<file path="src/rtl/fifo_vc.sv">
// Virtual-channel FIFO with registered read data and programmable almost-full/empty thresholds.
// Optional sticky overflow/underflow flag enabled by defining FIFO_ERR_EN.
module fifo_vc #(
  parameter int DATA_W = 6,
  parameter int ADDR_W = 2
) (
  input  logic              clk,
  input  logic              reset,
  input  logic              push,
  input  logic [DATA_W-1:0] data_in,
  input  logic              pop,
  output logic [DATA_W-1:0] data_out,
  input  logic              th_load,
  input  logic [ADDR_W:0]   th_af,
  input  logic [ADDR_W:0]   th_ae,
  output logic [ADDR_W:0]   count,
  output logic              empty,
  output logic              full,
  output logic              almost_full,
  output logic              almost_empty,
  output logic              error
);
  localparam int            DEPTH   = 2**ADDR_W;
  localparam logic [ADDR_W:0] L_DEPTH = (ADDR_W+1)'(DEPTH);

  logic [DATA_W-1:0] r_mem [DEPTH];
  logic [ADDR_W-1:0] r_wp, r_rp;
  logic [ADDR_W:0]   r_count, r_af, r_ae;
  logic [DATA_W-1:0] r_dout;

  logic            w_push_ok, w_pop_ok;
  logic [ADDR_W:0] w_af_cl, w_ae_cl;

  assign empty        = (r_count == '0);
  assign full         = (r_count == L_DEPTH);
  assign almost_full  = (r_count >= r_af);
  assign almost_empty = (r_count <= r_ae);
  assign count        = r_count;
  assign data_out     = r_dout;

  // A pop frees a slot in the same cycle, so push is accepted when full if paired with pop.
  assign w_push_ok = push && (!full || pop);
  assign w_pop_ok  = pop && !empty;

  assign w_af_cl = (th_af > L_DEPTH) ? L_DEPTH : th_af;
  assign w_ae_cl = (th_ae > L_DEPTH) ? L_DEPTH : th_ae;

  always_ff @(posedge clk) begin
    if (w_push_ok) r_mem[r_wp] <= data_in;
  end

  always_ff @(posedge clk or posedge reset) begin
    if (reset) begin
      r_wp    <= '0;
      r_rp    <= '0;
      r_count <= '0;
      r_dout  <= '0;
      r_af    <= L_DEPTH - 1'b1;
      r_ae    <= (ADDR_W+1)'(1);
    end else begin
      if (w_push_ok) r_wp <= r_wp + 1'b1;
      if (w_pop_ok) begin
        r_dout <= r_mem[r_rp];
        r_rp   <= r_rp + 1'b1;
      end
      r_count <= r_count + (ADDR_W+1)'(w_push_ok) - (ADDR_W+1)'(w_pop_ok);
      if (th_load) begin
        r_af <= w_af_cl;
        r_ae <= w_ae_cl;
      end
    end
  end

`ifdef FIFO_ERR_EN
  logic r_error;
  always_ff @(posedge clk or posedge reset) begin
    if (reset)                                        r_error <= 1'b0;
    else if ((push && full && !pop) || (pop && empty)) r_error <= 1'b1;
  end
  assign error = r_error;
`else
  assign error = 1'b0;
`endif

endmodule

</file>
<file path="config.mk">
export PLATFORM = sky130hd
export DESIGN_NAME = fifo_vc
export DESIGN_NICKNAME = d
export VERILOG_FILES = /design/src/rtl/fifo_vc.sv
export SDC_FILE = /design/constraint.sdc
export NUM_CORES = 1
export LEC_CHECK = 0
export ABC_AREA = 0
export BUFFER_PORTS_ARGS = -buffer_cell sky130_fd_sc_hd__buf_2
export CORE_MARGIN = 1
export CORE_UTILIZATION = 50
export DETAILED_ROUTE_END_ITERATION = 16
export PLACE_DENSITY = 0.77
export SYNTH_ARGS = -nofsm -noshare
export SYNTH_HDL_FRONTEND = slang
export SYNTH_SLANG_ARGS = --single-unit
export TNS_END_PERCENT = 1
</file>
<file path="constraint.sdc">
create_clock -name clk -period 3 [get_ports clk]
set_input_delay 0.3 -clock clk [delete_from_list [all_inputs] [get_ports clk]]
set_output_delay 0.3 -clock clk [all_outputs]
set_load 0.05 [all_outputs]
</file>
-- Yosys cells after proc, flatten, opt, wreduce, memory -nomap -nowiden
Memory sizes are Yosys's and may differ from the RTL's. A register that Yosys moved wholly into a read port is not among the register bits.
Index checks and enable logic that the tools add are counted.
- bits in registers: 13
- bits in writable memories: 24
- input port bits: 17
- output and inout bits: 14
- word-level logic and storage cells: 25
- memories kept: 1
- add/sub/neg operators: 4
- magnitude comparators: 4
- equal/unequal tests: 1
- multiplexer cells: 4
- reductions and logical operators: 6
- memory list (memory ; depth ; bits a word ; rd ports ; clocked after memory_dff ; write ports ; RTL line ; RTL):
    r_mem ; 4 ; 6 ; 1 ; 1 ; 1 ; 26 ; logic [DATA_W-1:0] r_mem [DEPTH];
- operator list (operator ; number):
    greater-than comparator 3 bit, second input constant ; 2
    two-way mux 3 bit ; 2
    adder 2 x 1 -> 2 bit, second input constant ; 2
    adder 3 x 1 -> 3 bit ; 1
    == test 3 bit, second input constant ; 1
    >= comparator 3 bit ; 1
    less-or-equal comparator 3 bit ; 1
    logical NOT 3 bit ; 1
    subtractor 3 x 1 -> 3 bit ; 1
    logical AND 1 bit ; 2
    logical NOT 1 bit ; 2
    two-way mux 1 bit ; 2
    logical OR 1 bit ; 1

-- Logic depth before layout (Yosys ltp)
- word-level depth: 6
- mapped depth: 10
- depth with buffers taken out: 10

-- Worst setup path after synthesis
No wires, ideal clock.
- path kind: reg-to-output
- from: register r_count[1], in the netlist count[1]
- to: output almost_empty
- arrival: 2.467 ns
- data required time: 2.700 ns
- path slack: 0.233 ns
- stages on the path, launching flop included: 5
- cell sequence: dfrtp_1 > ha_1 > nor2b_1 > o21a_1 > o21ai_0
- longest elaborated chain between the ends: 1
- ends and longest elaborated chain (element ; RTL line ; RTL):
    start, declared ; 28 ; logic [ADDR_W:0] r_count, r_af, r_ae;
    start signal, assigned ; 66 ; r_count <= r_count + (ADDR_W+1)'(w_push_ok) - (ADDR_W+1)'(w_pop_ok);
    less-or-equal comparator 3 bit ; 37 ; assign almost_empty = (r_count <= r_ae);
    end, declared ; 20 ; output logic almost_empty,
Every way passes these cells.

-- Worst setup path in the final report
- from: register r_count[1], in the netlist count[1]
- to: register r_count[2], in the netlist count[2]
- longest elaborated chain between the ends: 6
- ends and longest elaborated chain (element ; RTL line ; RTL):
    == test 3 bit ; 35 ; assign full = (r_count == L_DEPTH);
    logical NOT 1 bit ; 42 ; assign w_push_ok = push && (!full || pop);
    logical OR 1 bit ; 42 ;
    logical AND 1 bit ; 42 ;
    adder 3 x 1 -> 3 bit ; 66 ;
    subtractor 3 x 1 -> 3 bit (*) ; 66 ;
Every way passes the cells marked *; elsewhere a longest branch is shown, timed or not.
A chain may end at the register's enable or synchronous reset.

==> run_results.csv <==
group,metric,value,unit
worst_setup_path,worst_setup_path_start_kind,"flop",
grt,grt_use_total,17.62,%
timing,finalHoldViolations,0,
cells_and_area,drive_gt1_share,32.35,%
logic_synthesis,ys_ff_latch,43,
cells_and_area,areaGrowthSynthToFinish,14.84,%
timing,fin_crit,2.507,ns
timing,rsz0062_at_grt,"false",
timing,worst_pin_slew,0.6930,ns
floorplanning,design.core.area,3661,um^2
timing,max_slew_margin,53.75,%
status,status,"complete, no violations",
clock_network,cts_resized,0,
timing,period_share,83.55,%
min_path,min_path_type,"primary input to asynchronous set/reset pin",
worst_setup_path,required,3.21,ns
logic_synthesis,synth.avg_cell_area,13.95,um^2
worst_setup_path,worstSetupPathType,"flop to flop",
clock_network,cts_tree,"yes",
drt,first_pass_iters,4,
clock_network,cts-hold-fix-buffers,0,
power_and_ir_drop,cellLeakagePower,0.0009612,uW
clock_network,numCtsBuffers,5,
timing,setup_viol,0,
logic_synthesis,yosysWarnings,0,
grt,grt_antenna_before_repair,0,
placed_design,dp_cells,210,
cells_and_area,instances_no_fill,218,
drt,drt-vias-per-instance,4.954,
drt,ant_nets,0,
clock_network,clock_latency,0.29,ns
logic_synthesis,netlist_area,1897,um^2
drt,drt-initial-drc-count,52,
clock_network,clk_pin_slew,0.08,ns
floorplanning,die_h,63.59,um
cells_and_area,regArea,1200,um^2
cells_and_area,nets,199,
power_and_ir_drop,powerDensity,1036,nW/um^2
placed_design,place_congestion,0.8005,
cells_and_area,final_cell_mix,"29 x buf_2, 25 x nand2_1, 24 x edfxtp_1",
timing,skew,0.007824,ns
logic_synthesis,syn_inst,136,
clock_network,htreeDepth,2,
floorplanning,initial_core_util,51.81,%
timing,maxSlewViolCount,0,
logic_synthesis,ys_seq_area_share,63.26,%
timing,worst_slack,0.4934,ns
floorplanning,die-area,4044,um^2
cells_and_area,multi_input_area,616.8,um^2
drt,drc_errors,0,
timing,holdWs,0.1051,ns
timing,fmax,398.9,MHz
clock_network,cts_root_buffer,"clkbuf_8",
drt,via_count,1080,
run,cap_viol_max_count,0,
drt,wl_per_cell,13.86,um
cells_and_area,fill_cells,297,
cells_and_area,antenna_cells,0,
placed_design,place_worst_setup_slack,0.5102,ns
clock_network,cts_buffer_depth,2,
power_and_ir_drop,p_total,2257,uW
placed_design,io_buffers,29,
floorplanning,die_w,63.59,um
drt,routed_wirelength,3021,um
logic_synthesis,syn_nets,166,
timing,fin_setup_tns,0,ns
grt,grt_pass1_vias,1095,
placed_design,dpl.hpwl,2304,um
grt,grt_pass1_wl,5147,um
cells_and_area,layout_commonest_cell,"buf_2",
floorplanning,pin_count,31,
grt,grt_overflow_total,0,
clock_network,clock-sinks,43,
worst_setup_path,cp-end-kind,"flop",
grt,grt_max_degree,20,
floorplanning,core.rowCount,22,
clock_network,postCtsSetupRepairBufs,0,
worst_setup_path,arrival,2.72,ns
logic_synthesis,ys_types,28,
power_and_ir_drop,ir_worst_vdd,0.0003980,V
worst_setup_path,cp_max_fo,8,
-- synthesized netlist by cell type --
master | number | area [um^2]
o21a_1 | 1 | 7.510
dfrtp_1 | 16 | 400.4
xnor2_1 | 5 | 43.79
nor2b_1 | 2 | 12.51
clkbuf_1 | 1 | 3.750
a21o_1 | 2 | 15.01
o21ai_0 | 5 | 25.02
ha_1 | 12 | 150.1
nand3_1 | 1 | 5.000
buf_4 | 1 | 7.510
and2_2 | 4 | 30.03
nor3_1 | 1 | 5.000
mux2_4 | 1 | 15.01
o22ai_1 | 2 | 12.51
inv_1 | 15 | 56.30
mux4_2 | 6 | 135.1
dfstp_2 | 3 | 78.83
o31ai_2 | 1 | 12.51
inv_2 | 1 | 3.750
nand2_1 | 25 | 93.84
nand2b_1 | 1 | 6.260
or3b_1 | 1 | 8.760
buf_2 | 1 | 5.000
conb_1 | 1 | 3.750
fa_1 | 1 | 20.02
o21a_4 | 1 | 15.01
buf_1 | 1 | 3.750
edfxtp_1 | 24 | 720.7
-- layer usage --
| layer | vias to the layer above | track usage, % | routed length, um |
|---|---|---|---|
| li1 | 522 | - | - |
| met1 | 532 | 22.33 | 1363 |
| met2 | 22 | 28.99 | 1530 |
| met3 | 4 | 4.891 | 89 |
| met4 | 0 | 5.966 | 38 |
| met5 | - | 0 | 0 |
-- worst paths after layout --
check                         start          end  slack (ns)  cells after the start
setup / recovery           count[1]     count[2]        0.49                     10
hold / removal                reset  data_out[2]        0.11                      2
setup reg to reg           count[1]     count[2]        0.49                     10
hold reg to reg             r_af[0]      r_af[0]        0.49                      2
max in group asynchronous     reset      r_af[2]        2.46                      2
min in group clk           th_af[2]      r_af[1]        0.18                      2
-- metrics by stage --
stage | utilization [%] | area (um^2)
after global routing | 59.50 | 2178
after CTS | 59.50 | 2178
after detailed placement | 57.07 | 2090
after global placement | 57.07 | 2090
final | 59.50 | 2178
after floorplan | - | 1897
-- area by class of cell --
| cell class | instances | share of cell area, % |
|---|---|---|
| multi-input combinational | 73 | 28.32 |
| clock inverter | 3 | 0.9190 |
| inverter | 16 | 2.757 |
| timing repair buffer | 30 | 7.007 |
| sequential | 43 | 55.08 |
| clock buffer | 5 | 3.159 |
| tap | 48 | 2.757 |
-- flip-flops by register name, indices dropped and copies added (netlist names) --
register and count:
r_mem 24, count 3, r_ae 3, r_af 3
r_wp 2, r_rp 2, data_out 6
-- worst max-delay path, cell delays in order (launching register included) --
cell,delay [ns]
dfrtp_1,0.50
or3b_1,0.45
o21a_4,0.25
inv_1,0.07
ha_1,0.22
inv_1,0.05
ha_1,0.13
inv_1,0.05
fa_1,0.38
xnor2_1,0.19
xnor2_1,0.15
-- power by group --
part | switching, uW | internal [uW]
clock | 192 | 162
combinational | 614 | 343
sequential | 148 | 797
-- cells by family after synthesis --
logic type	Yosys count	share of synthesized area (%)
flip-flops	43	63.26
AO/OA/AOI/OAI	12	4.617
buffers and inverters	20	4.221
other	1	0.1977
AND/OR/NAND/NOR	35	8.509
multiplexers	7	7.915
adder cells (fa/ha/maj)	13	8.971
XOR/XNOR	5	2.309
(Power assumes the default switching activity.)
